`config.mk`:
```
export PLATFORM = sky130hd
export DESIGN_NAME = uart_rx
export DESIGN_NICKNAME = d
export VERILOG_FILES = /design/src/rtl/uart_rx.sv
export SDC_FILE = /design/constraint.sdc
export NUM_CORES = 1
export LEC_CHECK = 0
export ABC_AREA = 1
export CORE_MARGIN = 4
export CORE_UTILIZATION = 55
export DETAILED_ROUTE_END_ITERATION = 10
export GPL_ROUTABILITY_DRIVEN = 0
export PLACE_DENSITY_LB_ADDON = 0.3
export RECOVER_POWER = 50
export REMOVE_ABC_BUFFERS = 1
export SLEW_MARGIN = 40
export SYNTH_ARGS = -nofsm -noshare
export SYNTH_HDL_FRONTEND = slang
export SYNTH_SLANG_ARGS = --single-unit
```
`constraint.sdc`:
```
create_clock -name clk -period 2 [get_ports clk]
set_input_delay 0.5 -clock clk [delete_from_list [all_inputs] [get_ports clk]]
set_output_delay 0.5 -clock clk [all_outputs]
set_load 0.01 [all_outputs]
```
`src/rtl/uart_rx.sv`:
```
// uart_rx: oversampling UART receiver delivering frames through a valid/ack handshake.
// Optional parity bit between data and stop is enabled by defining UART_RX_PARITY_EN.
module uart_rx #(
    parameter int DATA_BITS  = 8,
    parameter int OVERSAMPLE = 16
) (
    input  logic                 clk,
    input  logic                 rst,
    input  logic                 baud_tick,
    input  logic                 rx,
    input  logic                 rx_ack,
`ifdef UART_RX_PARITY_EN
    input  logic                 parity_odd,
    output logic                 parity_err,
`endif
    output logic [DATA_BITS-1:0] rx_data,
    output logic                 rx_valid,
    output logic                 frame_err,
    output logic                 overrun_err,
    output logic                 busy
);

    localparam int CNT_W = $clog2(OVERSAMPLE);
    localparam int BIT_W = $clog2(DATA_BITS + 1);

    localparam logic [CNT_W-1:0] CNT_ZERO  = {CNT_W{1'b0}};
    localparam logic [CNT_W-1:0] CNT_ONE   = {{(CNT_W-1){1'b0}}, 1'b1};
    localparam logic [CNT_W-1:0] HALF_LAST = CNT_W'(OVERSAMPLE / 2 - 1);
    localparam logic [CNT_W-1:0] FULL_LAST = CNT_W'(OVERSAMPLE - 1);
    localparam logic [BIT_W-1:0] BIT_ZERO  = {BIT_W{1'b0}};
    localparam logic [BIT_W-1:0] BIT_ONE   = {{(BIT_W-1){1'b0}}, 1'b1};
    localparam logic [BIT_W-1:0] LAST_BIT  = BIT_W'(DATA_BITS - 1);

    typedef enum logic [2:0] {
        IDLE   = 3'd0,
        START  = 3'd1,
        DATA   = 3'd2,
        PARITY = 3'd3,
        STOP   = 3'd4,
        BREAK  = 3'd5
    } state_t;

    state_t               state_r;
    logic                 sync1_r;
    logic                 rx_s;
    logic [CNT_W-1:0]     tick_cnt_r;
    logic [BIT_W-1:0]     bit_cnt_r;
    logic [DATA_BITS-1:0] shift_r;

`ifdef UART_RX_PARITY_EN
    logic                 parity_bad_r;

    // High when data plus received parity bit disagree with the selected parity sense.
    function automatic logic parity_mismatch(input logic [DATA_BITS-1:0] data,
                                             input logic pbit, input logic odd);
        return (^data) ^ pbit ^ odd;
    endfunction
`endif

    // Two-flop synchronizer for the asynchronous serial line, idling high.
    always_ff @(posedge clk or posedge rst) begin
        if (rst) begin
            sync1_r <= 1'b1;
            rx_s    <= 1'b1;
        end else begin
            sync1_r <= rx;
            rx_s    <= sync1_r;
        end
    end

    // Frame FSM with registered delivery, handshake and error pulses.
    always_ff @(posedge clk or posedge rst) begin
        if (rst) begin
            state_r     <= IDLE;
            tick_cnt_r  <= CNT_ZERO;
            bit_cnt_r   <= BIT_ZERO;
            shift_r     <= {DATA_BITS{1'b0}};
            rx_data     <= {DATA_BITS{1'b0}};
            rx_valid    <= 1'b0;
            frame_err   <= 1'b0;
            overrun_err <= 1'b0;
            busy        <= 1'b0;
`ifdef UART_RX_PARITY_EN
            parity_err   <= 1'b0;
            parity_bad_r <= 1'b0;
`endif
        end else begin
            frame_err   <= 1'b0;
            overrun_err <= 1'b0;
`ifdef UART_RX_PARITY_EN
            parity_err  <= 1'b0;
`endif
            // A delivery in STOP below overrides this clear when both coincide.
            if (rx_ack && rx_valid) begin
                rx_valid <= 1'b0;
            end

            case (state_r)
                IDLE: begin
                    if (!rx_s) begin
                        state_r    <= START;
                        tick_cnt_r <= CNT_ZERO;
                        busy       <= 1'b1;
                    end
                end
                START: begin
                    if (baud_tick) begin
                        if (tick_cnt_r == HALF_LAST) begin
                            tick_cnt_r <= CNT_ZERO;
                            if (!rx_s) begin
                                state_r   <= DATA;
                                bit_cnt_r <= BIT_ZERO;
                            end else begin
                                state_r <= IDLE;
                                busy    <= 1'b0;
                            end
                        end else begin
                            tick_cnt_r <= tick_cnt_r + CNT_ONE;
                        end
                    end
                end
                DATA: begin
                    if (baud_tick) begin
                        if (tick_cnt_r == FULL_LAST) begin
                            tick_cnt_r <= CNT_ZERO;
                            shift_r    <= {rx_s, shift_r[DATA_BITS-1:1]};
                            bit_cnt_r  <= bit_cnt_r + BIT_ONE;
                            if (bit_cnt_r == LAST_BIT) begin
`ifdef UART_RX_PARITY_EN
                                state_r <= PARITY;
`else
                                state_r <= STOP;
`endif
                            end
                        end else begin
                            tick_cnt_r <= tick_cnt_r + CNT_ONE;
                        end
                    end
                end
                PARITY: begin
`ifdef UART_RX_PARITY_EN
                    if (baud_tick) begin
                        if (tick_cnt_r == FULL_LAST) begin
                            tick_cnt_r   <= CNT_ZERO;
                            parity_bad_r <= parity_mismatch(shift_r, rx_s, parity_odd);
                            state_r      <= STOP;
                        end else begin
                            tick_cnt_r <= tick_cnt_r + CNT_ONE;
                        end
                    end
`else
                    state_r <= IDLE;
                    busy    <= 1'b0;
`endif
                end
                STOP: begin
                    if (baud_tick) begin
                        if (tick_cnt_r == FULL_LAST) begin
                            tick_cnt_r <= CNT_ZERO;
                            if (rx_s) begin
                                // Back to IDLE at mid-stop so a following start edge is caught.
                                state_r <= IDLE;
                                busy    <= 1'b0;
                                if (!rx_valid || rx_ack) begin
                                    rx_data  <= shift_r;
                                    rx_valid <= 1'b1;
                                end else begin
                                    overrun_err <= 1'b1;
                                end
`ifdef UART_RX_PARITY_EN
                                parity_err <= parity_bad_r;
`endif
                            end else begin
                                frame_err <= 1'b1;
                                state_r   <= BREAK;
                            end
                        end else begin
                            tick_cnt_r <= tick_cnt_r + CNT_ONE;
                        end
                    end
                end
                BREAK: begin
                    if (rx_s) begin
                        state_r    <= IDLE;
                        tick_cnt_r <= CNT_ZERO;
                        busy       <= 1'b0;
                    end
                end
                default: begin
                    state_r    <= IDLE;
                    tick_cnt_r <= CNT_ZERO;
                    busy       <= 1'b0;
                end
            endcase
        end
    end

endmodule
```
==> reports/metrics.yaml, run 1 <==
critical_path:
  worstSetupEndpointType: "primary output"
  crit_fanout: 2
  path_class: "flip-flop to primary output"
  arrival_ns: 1.26
  crit_path_max_incr_delay_ns: 0.55
  startpoint_type: "flip-flop"
  path_delay_family: "buffers and inverters"
  path_buf_inv: 1
  critPathSlowestCell: "clkdlybuf4s50_1"
  cp_data_required_time_ns: 1.50
  crit_chain: "clkdlybuf4s50_1"
clock_network:
  h-tree-depth: 2
  root_buffer: "clkbuf_4"
  numCtsBuffers: 5
  ctsHoldBuffers: 0
  clk_latency_ns: 0.34
  cts_max_path_buffers: 2
  cts_tree: "yes"
  cts_sinks: 33
  post_cts_buffers: 0
  ctsResizeCount: 0
  clk_pin_slew_worst_paths_ns: 0.10
power:
  p_sw_mw: 0.757
  p_leak_nw: 1.00
  sequentialPowerShare_pct: 40.3
  swShare_pct: 38.7
  p_comb_share_pct: 34.7
  pwr-share-clk_pct: 25.0
  power.density_nw_per_um2: 1020
  ir_drop_uv: 697
  intPower_mw: 1.20
die:
  rows: 19
  fp.coreArea_um2: 2830
  ios: 17
  start_util_pct: 59.0
  die_h_um: 63.1
  die_w_um: 63.1
  die_area_um2: 3980
placed_design:
  place_hpwl_um: 2330
  port_buffers: 16
route:
  ant_nets: 0
  drc: 0
  first_pass_iters: 4
  viasPerCell: 5.26
  via_count: 1368
  drt_iter0_markers: 59
  routed_wl_um: 3090
  wl_per_cell_um: 11.9
job:
  drv_cap: 0
synthesis:
  ys_seq_elements: 33
  netlist_instances: 207
  ys_types: 25
  avgSynthCellArea_um2: 8.07
  ys_seq_area_share_pct: 49.6
  netlist_area_um2: 1670
  ys_warn_count: 0
global_routing:
  grt_pass1_vias: 1358
  grt_max_degree: 34
  grt_antenna_before_repair: 0
  grt_pass1_wl_um: 5800
  overflow: 0
  grtUsageTotal_pct: 18.4
layout:
  area_delta_synth_final_pct: 15.1
  fin_util_pct: 67.9
  antenna_cells: 0
  final_common_cell: "nand2_1"
  final_cell_mix: "nand2_1, dfrtp_1, inv_1"
  drive_above_1_share_pct: 14.4
  final_nets: 235
timing:
  finalHoldViolCount: 0
  timing.setup.tns_ns: 0
  tightest_slew_ns: 0.797
  hold_ws_ns: 0.364
  rsz0062_at_grt: "false"
  setup_viol_count_final: 0
  fin_crit_sh_pct: 87.9
  maxSlewViolCount: 0
  final.min_clock_period_ns: 1.76
  fin_skew_ns: 0.00354
  slew_headroom_pct: 46.9
  fmax_mhz: 569
min_path:
  min_path_type: "flip-flop to flip-flop"
status:
  status: "finished, final reports clean"
## layer usage
layer | track usage, % | part of all wire, %
met1 | 21.4 | 43
met2 | 31.1 | 50
met3 | 4.09 | 4.9
met4 | 10.5 | 2.4
met5 | 0 | 0
## registers in the layout, indices dropped and copies added, names as in the netlist, 3 cells and up
| name | cells |
|---|---|
| rx_data | 8 |
| shift_r | 8 |
| bit_cnt_r | 4 |
| tick_cnt_r | 4 |
| state_r | 3 |
## worst paths after layout
| kind | start | slack [ns] | cells after the start | endpoint |
|---|---|---|---|---|
| setup / recovery | rx_data[6]$_DFFE_PP0P_ | 0.24 | 1 | rx_data[6] |
| hold / removal | sync1_r$_DFF_PP1_ | 0.36 | 0 | rx_s$_DFF_PP1_ |
| setup reg to reg | state_r[2]$_DFFE_PP0P_ | 0.30 | 7 | tick_cnt_r[2]$_DFFE_PP0P_ |
| hold reg to reg | sync1_r$_DFF_PP1_ | 0.36 | 0 | rx_s$_DFF_PP1_ |
| max in group asynchronous | rst | 0.68 | 3 | bit_cnt_r[1]$_DFFE_PP0P_ |
| min in group asynchronous | rst | 0.82 | 3 | rx_valid$_DFF_PP0_ |
## power by group through the flow
stage          Sequential (mW)  Clock (mW)  Combinational (mW)
6_report                 0.789       0.489               0.680
2_1_floorplan            0.793           0               0.538
3_3_place_gp             0.798           0               0.661
4_1_cts                  0.788       0.504               0.686
3_5_place_dp             0.801           0               0.682
5_1_grt                  0.797       0.541               0.790
## cell type report
class	count	area, um2
multi-input cells	143	704
well taps	31	38.8
clock inverters	2	35.0
clock buffers	6	41.3
repair buffers	18	173
inverters	27	101
flip-flops and latches	33	828
fillers	229	907
## through the flow
step,worst slack [ns],std cells,area [um2],power (mW)
after floorplan,0.598,203,1640,1.33
after global routing,0.125,260,1920,2.13
after detailed placement,0.217,252,1850,1.48
after CTS,0.220,260,1930,1.98
after global placement,0.245,252,1850,1.46
final,0.242,260,1920,1.96
## cells in the mapped netlist
library cell   n  area (um2)
o21ai_2        1        8.76
a21oi_2        1        8.76
ha_1           2        25.0
nand3_1       14        70.1
buf_6          1        11.3
nand3_2        3        30.0
xor2_1         2        17.5
nor3b_1        1        7.51
clkinv_1       1        3.75
o21ai_0        9        45.0
o21ai_1       14        70.1
a21oi_1        3        15.0
buf_2          1        5.00
buf_4          2        15.0
nand2_2        5        31.3
nand4_4        1        21.3
nand4_1        1        6.26
dfstp_2        2        52.6
nor2_2         3        18.8
nand2_1       62         233
inv_1         19        71.3
inv_2          7        26.3
nor2_1        18        67.6
nor2_4         3        33.8
dfrtp_1       31         776
## logic make-up (layout without fill, tap and decap cells)
logic type,Yosys count,in the layout,synth area share (%)
xor+xnor,2,2,1.05
compound gates,28,28,8.84
simple gates,111,111,31.1
fa+ha+maj,2,2,1.50
buf+inv,31,53,7.94
flops,33,33,49.6
## worst register-to-register path: stages (launching register included)
cell	delay, ns
dfrtp_1	0.57
inv_2	0.11
nand3_2	0.27
nand2_1	0.16
a21oi_1	0.21
nand2_2	0.15
nand2_1	0.08
o21ai_1	0.06
No activity file was read; power rests on OpenSTA's default activity.
==> run 2: changes to the inputs <==
--- a/config.mk
+++ b/config.mk
@@ -8,6 +8,7 @@
 export ABC_AREA = 1
 export CORE_MARGIN = 4
 export CORE_UTILIZATION = 55
+export CTS_CLUSTER_SIZE = 25
 export DETAILED_ROUTE_END_ITERATION = 10
 export GPL_ROUTABILITY_DRIVEN = 0
 export PLACE_DENSITY_LB_ADDON = 0.3
==> results of run 2 <==
Final layout, timing and power as in run 1 (identical DEF).
==> run 3: changes to the inputs <==
--- a/config.mk
+++ b/config.mk
@@ -7,7 +7,8 @@
 export LEC_CHECK = 0
 export ABC_AREA = 1
 export CORE_MARGIN = 4
-export CORE_UTILIZATION = 55
+export CORE_UTILIZATION = 58
+export CTS_BUF_LIST = sky130_fd_sc_hd__clkbuf_4
 export CTS_CLUSTER_SIZE = 25
 export DETAILED_ROUTE_END_ITERATION = 10
 export GPL_ROUTABILITY_DRIVEN = 0
==> run 3 against run 2 <==
  * Wire length rose by 1.5%
  * Clock skew rose by 0.014 ns
  * Utilization rose by 1.9 points
  * Global-route usage rose by 1.1 points
  * Flip-flop and latch count did not move
  * Largest cell class unchanged
==> reports/metrics.yaml, run 3 (same netlist as run 1, synthesis figures left out) <==
min_path:
  hold_end: "rx_s$_DFF_PP1_"
  min_path_type: "flip-flop to flip-flop"
  min_path_cells: 0
  min_from: "sync1_r$_DFF_PP1_"
clock_network:
  root_buffer: "clkbuf_4"
  numCtsBuffers: 5
  cts_sinks: 33
  ctsHoldBuffers: 0
  clk_latency_ns: 0.33
  clk_pin_slew_worst_paths_ns: 0.11
  h-tree-depth: 2
  cts_max_path_buffers: 2
  post_cts_buffers: 0
  ctsResizeCount: 0
  cts_tree: "yes"
layout:
  final_cell_mix: "nand2_1, dfrtp_1, inv_1"
  finalInstanceArea_um2: 1930
  area_delta_synth_final_pct: 15.3
  reg_top3: "rx_data (8), shift_r (8)"
  drive_above_1_share_pct: 14.8
  antenna_cells: 0
  final_common_cell: "nand2_1"
  final_nets: 235
power:
  p_leak_nw: 1.00
  ir_drop_uv: 1000
  power.density_nw_per_um2: 1020
route:
  first_pass_iters: 4
  wl_per_cell_um: 12.0
  drc: 0
  viasPerCell: 5.20
  routed_wl_um: 3130
  drt_iter0_markers: 67
  ant_nets: 0
  via_count: 1353
critical_path:
  rr_endpoint: "tick_cnt_r[2]$_DFFE_PP0P_"
  crit_fanout: 2
  rrSetupSlack_ns: 0.28
  path_buf_inv: 1
  cp-startpoint: "rx_data[4]$_DFFE_PP0P_"
  r2r-start: "state_r[2]$_DFFE_PP0P_"
  path_delay_family: "buffers and inverters"
  arrival_ns: 1.24
  crit_chain: "clkdlybuf4s50_1"
  critPathSlowestCell: "clkdlybuf4s50_1"
  crit_path_max_incr_delay_ns: 0.54
  startpoint_type: "flip-flop"
  worstSetupEndpointType: "primary output"
  path_class: "flip-flop to primary output"
  cp_data_required_time_ns: 1.50
  reg2reg_depth: 7
timing:
  slew_headroom_pct: 46.7
  fmax_mhz: 574
  final.min_clock_period_ns: 1.74
  finalHoldViolCount: 0
  maxSlewViolCount: 0
  timing.setup.tns_ns: 0
  rsz0062_at_grt: "false"
  tightest_slew_ns: 0.799
  fin_crit_sh_pct: 87.1
  fin_skew_ns: 0.0179
  setup_ws_ns: 0.258
  setup_viol_count_final: 0
global_routing:
  grt_pass1_vias: 1324
  grt_antenna_before_repair: 0
  grt_max_degree: 34
  grt_pass1_wl_um: 5460
  overflow: 0
  grtUsageTotal_pct: 19.5
die:
  die_h_um: 61.7
  die_area_um2: 3800
  die_w_um: 61.7
  ios: 17
  start_util_pct: 60.6
  fp.coreArea_um2: 2760
  rows: 19
status:
  status: "finished, final reports clean"
job:
  drv_cap: 0
placed_design:
  postPlaceCellArea_um2: 1850
  pre_cts_ws_ns: 0.175
  place_hpwl_um: 2330
  port_buffers: 16
==> run 3: metrics by stage <==
step | utilization, % | total power, mW | instances | hold slack, ns
final | 69.8 | 1.97 | 260 | 0.379
after global routing | 69.8 | 2.11 | 260 | 0.387
after CTS | 70.1 | 1.98 | 260 | 0.374
after detailed placement | 67.2 | 1.49 | 252 | 0.359
after global placement | 67.2 | 1.46 | 252 | 0.346
after floorplan | - | 1.33 | 203 | 0.345
==> run 3: layer usage <==
layer,share of wire [%],vias to the layer above,global-route usage [%]
li1,-,693,-
met1,44,625,23.3
met2,50,28,33.3
met3,4.1,7,4.19
met4,1.7,0,9.39
met5,0,-,0
==> run 3: worst max path at each step <==
stage          depth (start not counted)  slack [ns]                        end
2_1_floorplan                          7        0.60  tick_cnt_r[2]$_DFFE_PP0P_
6_report                               1        0.26                 rx_data[4]
3_3_place_gp                           8        0.25     state_r[1]$_DFFE_PP0P_
4_1_cts                                1        0.25                 rx_data[4]
5_1_grt                                7        0.17  tick_cnt_r[1]$_DFFE_PP0P_
3_5_place_dp                           8        0.18  tick_cnt_r[2]$_DFFE_PP0P_
==> run 3: final cells by class <==
class / instances / area, um2
Clock buffer: 6 / 45.0
Inverter: 27 / 101
Timing Repair Buffer: 18 / 173
Fill cell: 230 / 832
Sequential cell: 33 / 828
Tap cell: 31 / 38.8
Multi-Input combinational cell: 143 / 704
Clock inverter: 2 / 35.0
==> run 3: power breakdown <==
group | leakage (nW) | internal (mW) | switching (mW) | total (mW)
Combinational | 0.552 | 0.222 | 0.467 | 0.690
Clock | 0.0456 | 0.276 | 0.216 | 0.492
Sequential | 0.407 | 0.717 | 0.0734 | 0.791
Total | 1.00 | 1.22 | 0.757 | 1.97
